===== src/rtl/payload_buffer_scheduler.sv =====
// rtl/payload_buffer_scheduler.sv - payload linked-list buffer access scheduler
module payload_buffer_scheduler #(
   parameter int NUM_READERS = 4,
   parameter int ADDR_W      = 12,
   parameter int NUM_BLOCKS  = 4096,
   parameter int MAX_BLOCKS  = 64,
   localparam int SEL_W      = (NUM_READERS > 1) ? $clog2(NUM_READERS) : 1
) (
   input  logic                          clock,
   input  logic                          reset,
   input  logic                          wr_req,
   input  logic                          wr_valid,
   input  logic                          wr_last,
   output logic                          wr_ready,
   output logic [ADDR_W-1:0]             wr_head,
   output logic                          wr_head_valid,
   input  logic [NUM_READERS-1:0]        rd_req,
   input  logic [NUM_READERS*ADDR_W-1:0] rd_head,
   output logic [NUM_READERS-1:0]        rd_grant,
   output logic [SEL_W-1:0]              rd_sel,
   output logic                          rd_valid,
   output logic                          rd_last,
   output logic                          err_chain,
   output logic [ADDR_W:0]               free_count,
   output logic                          buf_enable,
   output logic                          buf_read_write,
   output logic                          buf_rd_is_first,
   output logic [ADDR_W-1:0]             buf_rd_address,
   input  logic                          buf_rd_is_last,
   input  logic                          buf_rd_ttl_zero,
   input  logic [ADDR_W-1:0]             buf_wr_address
);

   localparam int CNT_W = $clog2(MAX_BLOCKS) + 1;
   localparam logic [ADDR_W:0]  FREE_MAX = (ADDR_W+1)'(NUM_BLOCKS);
   localparam logic [ADDR_W:0]  WR_MIN   = (ADDR_W+1)'(MAX_BLOCKS);
   localparam logic [CNT_W-1:0] CNT_LAST = CNT_W'(MAX_BLOCKS - 1);

   typedef enum logic [2:0] {
      S_IDLE,
      S_WRITE,
      S_WR_DONE,
      S_RD_FIRST,
      S_RD_WALK
   } state_t;

   state_t             state;
   state_t             state_nxt;
   logic [SEL_W-1:0]   rr_ptr;
   logic [SEL_W-1:0]   rr_pick;
   logic [SEL_W-1:0]   cand;
   logic [ADDR_W-1:0]  head_sel;
   logic [CNT_W-1:0]   blk_cnt;
   logic               last_write;
   logic               wr_elig;
   logic               rd_elig;
   logic               grant_wr;
   logic               grant_rd;
   logic               walk_done;
   logic               wr_accept;
   logic               rd_free;

   assign wr_elig   = wr_req && (free_count >= WR_MIN);
   assign rd_elig   = |rd_req;
   assign wr_accept = (state == S_WRITE) && wr_valid;
   assign rd_free   = (state == S_RD_WALK) && buf_rd_ttl_zero;

   // Round-robin search: the requester closest after rr_ptr (inclusive) wins.
   always_comb begin
      rr_pick = '0;
      cand    = '0;
      for (int i = NUM_READERS - 1; i >= 0; i--) begin
         cand = SEL_W'((int'(rr_ptr) + i) % NUM_READERS);
         if (rd_req[cand]) begin
            rr_pick = cand;
         end
      end
   end

   // Chain head of the reader owning the current walk.
   always_comb begin
      head_sel = '0;
      for (int i = 0; i < NUM_READERS; i++) begin
         if (rd_sel == SEL_W'(i)) begin
            head_sel = rd_head[i*ADDR_W +: ADDR_W];
         end
      end
   end

   // State register.
   always_ff @(posedge clock) begin
      if (reset) begin
         state <= S_IDLE;
      end else begin
         state <= state_nxt;
      end
   end

   // Next-state decode and buffer/port controls.
   always_comb begin
      state_nxt       = state;
      grant_wr        = 1'b0;
      grant_rd        = 1'b0;
      walk_done       = 1'b0;
      wr_ready        = 1'b0;
      wr_head         = '0;
      wr_head_valid   = 1'b0;
      rd_grant        = '0;
      rd_valid        = 1'b0;
      rd_last         = 1'b0;
      err_chain       = 1'b0;
      buf_enable      = 1'b0;
      buf_read_write  = 1'b0;
      buf_rd_is_first = 1'b0;
      buf_rd_address  = '0;
      case (state)
         S_IDLE: begin
            // On contention, serve the class that did not go last.
            grant_wr = wr_elig && (!rd_elig || !last_write);
            grant_rd = rd_elig && !grant_wr;
            if (grant_wr) begin
               state_nxt = S_WRITE;
            end else if (grant_rd) begin
               state_nxt = S_RD_FIRST;
            end
         end
         S_WRITE: begin
            wr_ready       = 1'b1;
            buf_read_write = 1'b1;
            buf_enable     = wr_valid;
            if (wr_valid && wr_last) begin
               state_nxt = S_WR_DONE;
            end
         end
         S_WR_DONE: begin
            wr_head       = buf_wr_address;
            wr_head_valid = 1'b1;
            state_nxt     = S_IDLE;
         end
         S_RD_FIRST: begin
            buf_enable       = 1'b1;
            buf_rd_is_first  = 1'b1;
            buf_rd_address   = head_sel;
            rd_grant[rd_sel] = 1'b1;
            state_nxt        = S_RD_WALK;
         end
         S_RD_WALK: begin
            // Enable stays high on the last block so the TTL writeback lands.
            buf_enable = 1'b1;
            rd_valid   = 1'b1;
            rd_last    = buf_rd_is_last;
            if (buf_rd_is_last) begin
               walk_done = 1'b1;
               state_nxt = S_IDLE;
            end else if (blk_cnt == CNT_LAST) begin
               err_chain = 1'b1;
               walk_done = 1'b1;
               state_nxt = S_IDLE;
            end
         end
         default: state_nxt = S_IDLE;
      endcase
   end

   // Reader selection, fairness pointers, walk watchdog and free-block accounting.
   always_ff @(posedge clock) begin
      if (reset) begin
         rd_sel     <= '0;
         rr_ptr     <= '0;
         last_write <= 1'b0;
         blk_cnt    <= '0;
         free_count <= FREE_MAX;
      end else begin
         if (grant_rd) begin
            rd_sel <= rr_pick;
         end
         if (state == S_RD_FIRST) begin
            blk_cnt <= '0;
            rr_ptr  <= (rd_sel == SEL_W'(NUM_READERS - 1)) ? '0 : rd_sel + 1'b1;
         end else if (state == S_RD_WALK) begin
            blk_cnt <= blk_cnt + 1'b1;
         end
         if (state == S_WR_DONE) begin
            last_write <= 1'b1;
         end else if (walk_done) begin
            last_write <= 1'b0;
         end
         if (wr_accept) begin
            if (free_count != '0) begin
               free_count <= free_count - 1'b1;
            end
         end else if (rd_free) begin
            if (free_count != FREE_MAX) begin
               free_count <= free_count + 1'b1;
            end
         end
      end
   end

endmodule


===== config.mk =====
export PLATFORM = sky130hd
export DESIGN_NAME = payload_buffer_scheduler
export DESIGN_NICKNAME = d
export VERILOG_FILES = /design/src/rtl/payload_buffer_scheduler.sv
export SDC_FILE = /design/constraint.sdc
export NUM_CORES = 1
export LEC_CHECK = 0
export CAP_MARGIN = 40
export CORE_MARGIN = 3
export CORE_UTILIZATION = 35
export CTS_CLUSTER_SIZE = 20
export DETAILED_ROUTE_END_ITERATION = 6
export MAX_ROUTING_LAYER = met4
export PLACE_DENSITY_LB_ADDON = 0.1
export SLEW_MARGIN = 20
export SYNTH_ARGS = -nofsm -noshare
export SYNTH_HDL_FRONTEND = slang
export SYNTH_SLANG_ARGS = --single-unit

===== constraint.sdc =====
create_clock -name clock -period 3.4 [get_ports clock]
set_clock_uncertainty 0.05 [all_clocks]
set_input_delay 0.68 -clock clock [delete_from_list [all_inputs] [get_ports clock]]
set_output_delay 0.68 -clock clock [all_outputs]
set_load 0.01 [all_outputs]

# Word level (Yosys, flattened, before mapping)
# Cells that the tools add are included.
# word_totals
ff_bits,28
latchBits,0
ram_bits,0
romBits,0
inputBits,71
word_cells,101
memories,0
# classes
addsub,7
multipliers,0
n_div,0
n_lt_le_gt_ge,7
n_eq_ne,13
n_shift,0
mux,46
bitwise,0
n_reduce_logical,22
# ops
op,count
$mux 12,6
$mux 13,4
$mux 1,18
$lt 2x3->1 const B,5
$mux 3,5
$add 13x1->13 const B,1
$ge 13x7->1 const B,1
$ne 13x13->1 const B,1
$reduce_bool 13->1,1
$sub 13x1->13 const B,1
$pmux 3 s4,1
$mux 2,5
$bmux 1 s2,4
$add 7x1->7 const B,1
$eq 7x6->1 const B,1
$logic_and 1x1->1,7
$eq 3x2->1 const B,2
$reduce_and 3->1,2
$reduce_bool 2->1,3
$add 2x1->2 const B,2
$add 2x2->2 const B,2
$eq 2x2->1 const B,2
$mux 4,1
$ne 2x1->1 const B,2
14 further kinds,17

# Logic depth before layout (Yosys ltp)
# depth
ltp_word,9
depth_mapped,10
mapped_depth_nobuf,8

# Worst setup path after synthesis
# OpenSTA, ideal clock, no wires.
# synth_timing
path_kind,input-to-reg
startpoint,input wr_valid
endpoint,register free_count[12]
arrival_time_ps,2415
t_required_ps,3218
path_slack_ps,803
path_stages,8
path_buffers,1
path_cell_list,nand4bb_1 > clkbuf_1 > xnor2_1 > ha_1 > or4b_4 > a22oi_1 > and4bb_2 > a211oi_1
# synth_via
elab_chain_cells,3
word_cells_on_any_way,6
classes_between,1 x eq/ne; 1 x mux; 4 x reduce/logical
# synth_rtl
element,line_no,text
"start, declared",12,"input logic wr_valid,"
$logic_and 1x1->1 (*),65,assign wr_accept = (state == S_WRITE) && wr_valid;
$ne 2x1->1 (no source line) or $reduce_bool 2->1 (tied branches),-,
$reduce_and 3->1 (no source line),-,
"end signal, assigned",190,free_count <= free_count - 1'b1;
"end signal, assigned",194,free_count <= free_count + 1'b1;
"end, declared",24,"output logic [ADDR_W:0] free_count,"
# Every way passes the cells marked *; elsewhere a longest branch is shown, timed or not.
# A chain may end at the register's enable or synchronous reset.

# Final worst setup path
# layout_timing
startpoint,register rd_sel[0]
endpoint,output buf_rd_address[11]
# layout_via
elab_chain_cells,6
word_cells_on_any_way,9
classes_between,3 x eq/ne; 5 x mux; 1 x reduce/logical
# layout_rtl
element,line_no,text
"start, declared",20,"output logic [SEL_W-1:0] rd_sel,"
"start signal, assigned",175,rd_sel <= rr_pick;
$logic_not 2->1,84,if (rd_sel == SEL_W'(i)) begin
$mux 12 (3 in series),84,
$mux 12 (*),84,
$mux 12 (*),116,case (state)
"end, declared",28,"output logic [ADDR_W-1:0] buf_rd_address,"
# Marks and branches as above.

==> flow_summary.yaml <==
hold_path:
  holdPathEnd: "blk_cnt[1]"
  min-delay-start: "blk_cnt[1]"
  hold_depth: 2
  hold_class: "reg2reg"
power_and_ir_drop:
  ir_drop_mv: 0.368
  powerDensity_nw_per_um2: 285
  leakage_nw: 1.33
grt:
  grt_pass1_wl_um: 11800
  grt_use_total: 0.194
  antenna_found_initial: 0
  first_global_vias: 2414
  globalRouteOverflowTotal: 0
  grt_max_degree: 27
sta:
  finalSetupTns_ns: 0
  drv_slew: 0
  max_freq_mhz: 325
  rsz0062_at_grt: "no"
  hold_violations: 0
  setup_viol: 0
  tightest_slew_ns: 0.651
  period_minus_slack_ns: 3.08
  post-route-period-util: 0.906
  slew_headroom: 0.565
flow_run:
  cap_viol_max_count: 0
die:
  dieArea_um2: 7640
  core_region_area_um2: 6390
  rows: 29
  start_util: 0.363
  die_w_um: 87.4
  fp.dieH_um: 87.4
  num_io_pins: 122
place:
  post-dp-hpwl_um: 5820
  finalWeightedCongestion: 0.849
  portBuffers: 121
worst_setup_path:
  critical_path.max_fanout: 12
  startpoint_type: "flop"
  r2r_cells: 7
  crit_required_ns: 2.67
  worstReg2RegEnd: "free_count[12]"
  r2r_start: "state[0]"
  crit_path_end_kind: "output pin"
  timing_worst_setup_path_type: "reg2out"
  r2r_slack_ns: 0.99
  critPathArrivalTime_ns: 2.35
clock_network:
  cts-root-buf: "clkbuf_8"
  worstSkewPairLatency_ns: 0.27
  htree_levels: 1
  cts_tree: "built"
  cts_inserted_buffers: 3
  cts.reportedPaths.clkPinSlew_ns: 0.10
  clock-sinks: 28
  clk_path_buf_depth: 2
  cts_hold_buf: 0
synth:
  syn_area_per_cell_um2: 7.51
  netlist_area_um2: 2320
  synthCells: 309
  syn-num-nets: 386
  synth_top_area_frac: 0.242
  synth_edf_count: 0
  synthTopCellsByArea: "dfxtp_1 24%, a21oi_1 7.1%, nor2_1 6.0%, nor2b_1 4.9%, and2_1 4.6%"
  synth_seq_cells: 28
  synth.top_cells.by_count: "37 x nor2_1, 33 x a21oi_1, 28 x dfxtp_1, 19 x nor3_1, 18 x nor2b_1"
  yosysMostFrequentCell: "nor2_1"
  yosysSeqAreaShare: 0.242
  synth-main-ff-cell: "dfxtp_1"
  yosysTopAreaCell: "dfxtp_1"
  synth.distinct_cells: 53
  ys_warn_count: 0
  synth-async-reset-ratio: 0
route:
  num_vias: 2611
  wirelength_um: 7440
  drt_first_pass_iters: 4
  viasPerCell: 5.25
  ant_nets: 0
  wire_per_inst_um: 15.0
  drtIter0Drc: 120
  route.detailed.drc: 0
finish:
  utilization: 0.571
  drive_gt1_frac: 0.0714
  diodes: 0
  layout.nets: 498
  area_delta_synth_final_pct: 57.2
outcome:
  status: "finished clean"
worst max path at each step:
| stage | startpoint | to |
|---|---|---|
| floorplan | wr_valid | free_count[12] |
| global placement | wr_valid | free_count[10] |
| detailed placement | wr_valid | free_count[10] |
| CTS | rd_sel[0] | buf_rd_address[0] |
| global route | rd_sel[0] | buf_rd_address[2] |
| finish | rd_sel[0] | buf_rd_address[11] |
worst max-delay path: stages (launching register included):
cell and delay, ns:
dfxtp_1 0.43, inv_1 0.09, ha_1 0.21, nor2b_1 0.13, buf_4 0.17, a221oi_1 0.29
nor3_1 0.08, a21oi_1 0.12, nor2_1 0.05, clkdlybuf4s50_1 0.50
metal layers:
layer,vias up,track usage,share of wire
met5,-,-,0
met4,0,0.0363,0.012
met3,6,0.0293,0.052
met2,68,0.306,0.49
met1,1189,0.263,0.45
li1,1348,-,-
final cells by class:
cell class | instances | area (um2)
multi-input cells | 251 | 1610
clock inverters | 1 | 30.0
inverters | 7 | 26.3
well taps | 77 | 96.3
clock buffers | 3 | 41.3
flip-flops and latches | 28 | 561
fillers | 619 | 2740
repair buffers | 130 | 1280
registers in the layout, indices dropped and copies added (netlist names):
| signal | count |
|---|---|
| free_count | 13 |
| rr_ptr | 2 |
| state | 3 |
| blk_cnt | 7 |
| last_write | 1 |
| rd_sel | 2 |
logic make-up after synthesis:
kind of cell / synth area share
flops: 0.242
compound gates: 0.201
buf+inv: 0.0642
simple gates: 0.389
mux: 0.0421
xor+xnor: 0.0302
fa+ha+maj: 0.0324
power breakdown:
group / switching, W / internal (W) / leakage (nW)
sequential: 0.0000283 / 0.000342 / 0.227
clock: 0.000106 / 0.000158 / 0.0357
combinational: 0.000173 / 0.000231 / 1.07
cells in the final DEF (no fill, tap or decap), types with 6 or more instances in the layout:
cell type,Yosys,final
clkdlybuf4s50_1,0,121
or3_1,8,8
nand4_1,6,6
nor3_1,19,19
nor4_1,6,6
dfxtp_1,28,28
o21ai_0,9,9
nand3_1,6,6
nor2_1,37,37
inv_1,6,6
a221oi_1,12,12
a21oi_1,33,33
nor2b_1,18,18
and2_1,17,17
nand2_1,14,14
buf_4,2,9
per-stage QoR:
| stage | hold slack (ns) | setup WS (ns) | power, W | area (um2) | instances |
|---|---|---|---|---|---|
| 6_report | 0.437 | 0.319 | 0.00104 | 3650 | 497 |
| 5_1_grt | 0.443 | 0.103 | 0.00111 | 3650 | 497 |
| 4_1_cts | 0.436 | 0.209 | 0.00105 | 3640 | 497 |
| 3_3_place_gp | 0.414 | 0.347 | 0.000780 | 3570 | 493 |
| 3_5_place_dp | 0.420 | 0.348 | 0.000783 | 3570 | 493 |
| 2_1_floorplan | 0.404 | 0.803 | 0.000592 | 2320 | 309 |
what timing repair did:
action / CTS / global route
buffers inserted: 0 / 0
endpoints found under the hold margin: 0 / 0
endpoints found under the setup margin: 0 / 2
gates resized for setup: 0 / 1
No activity file was read; power rests on OpenSTA's default activity.
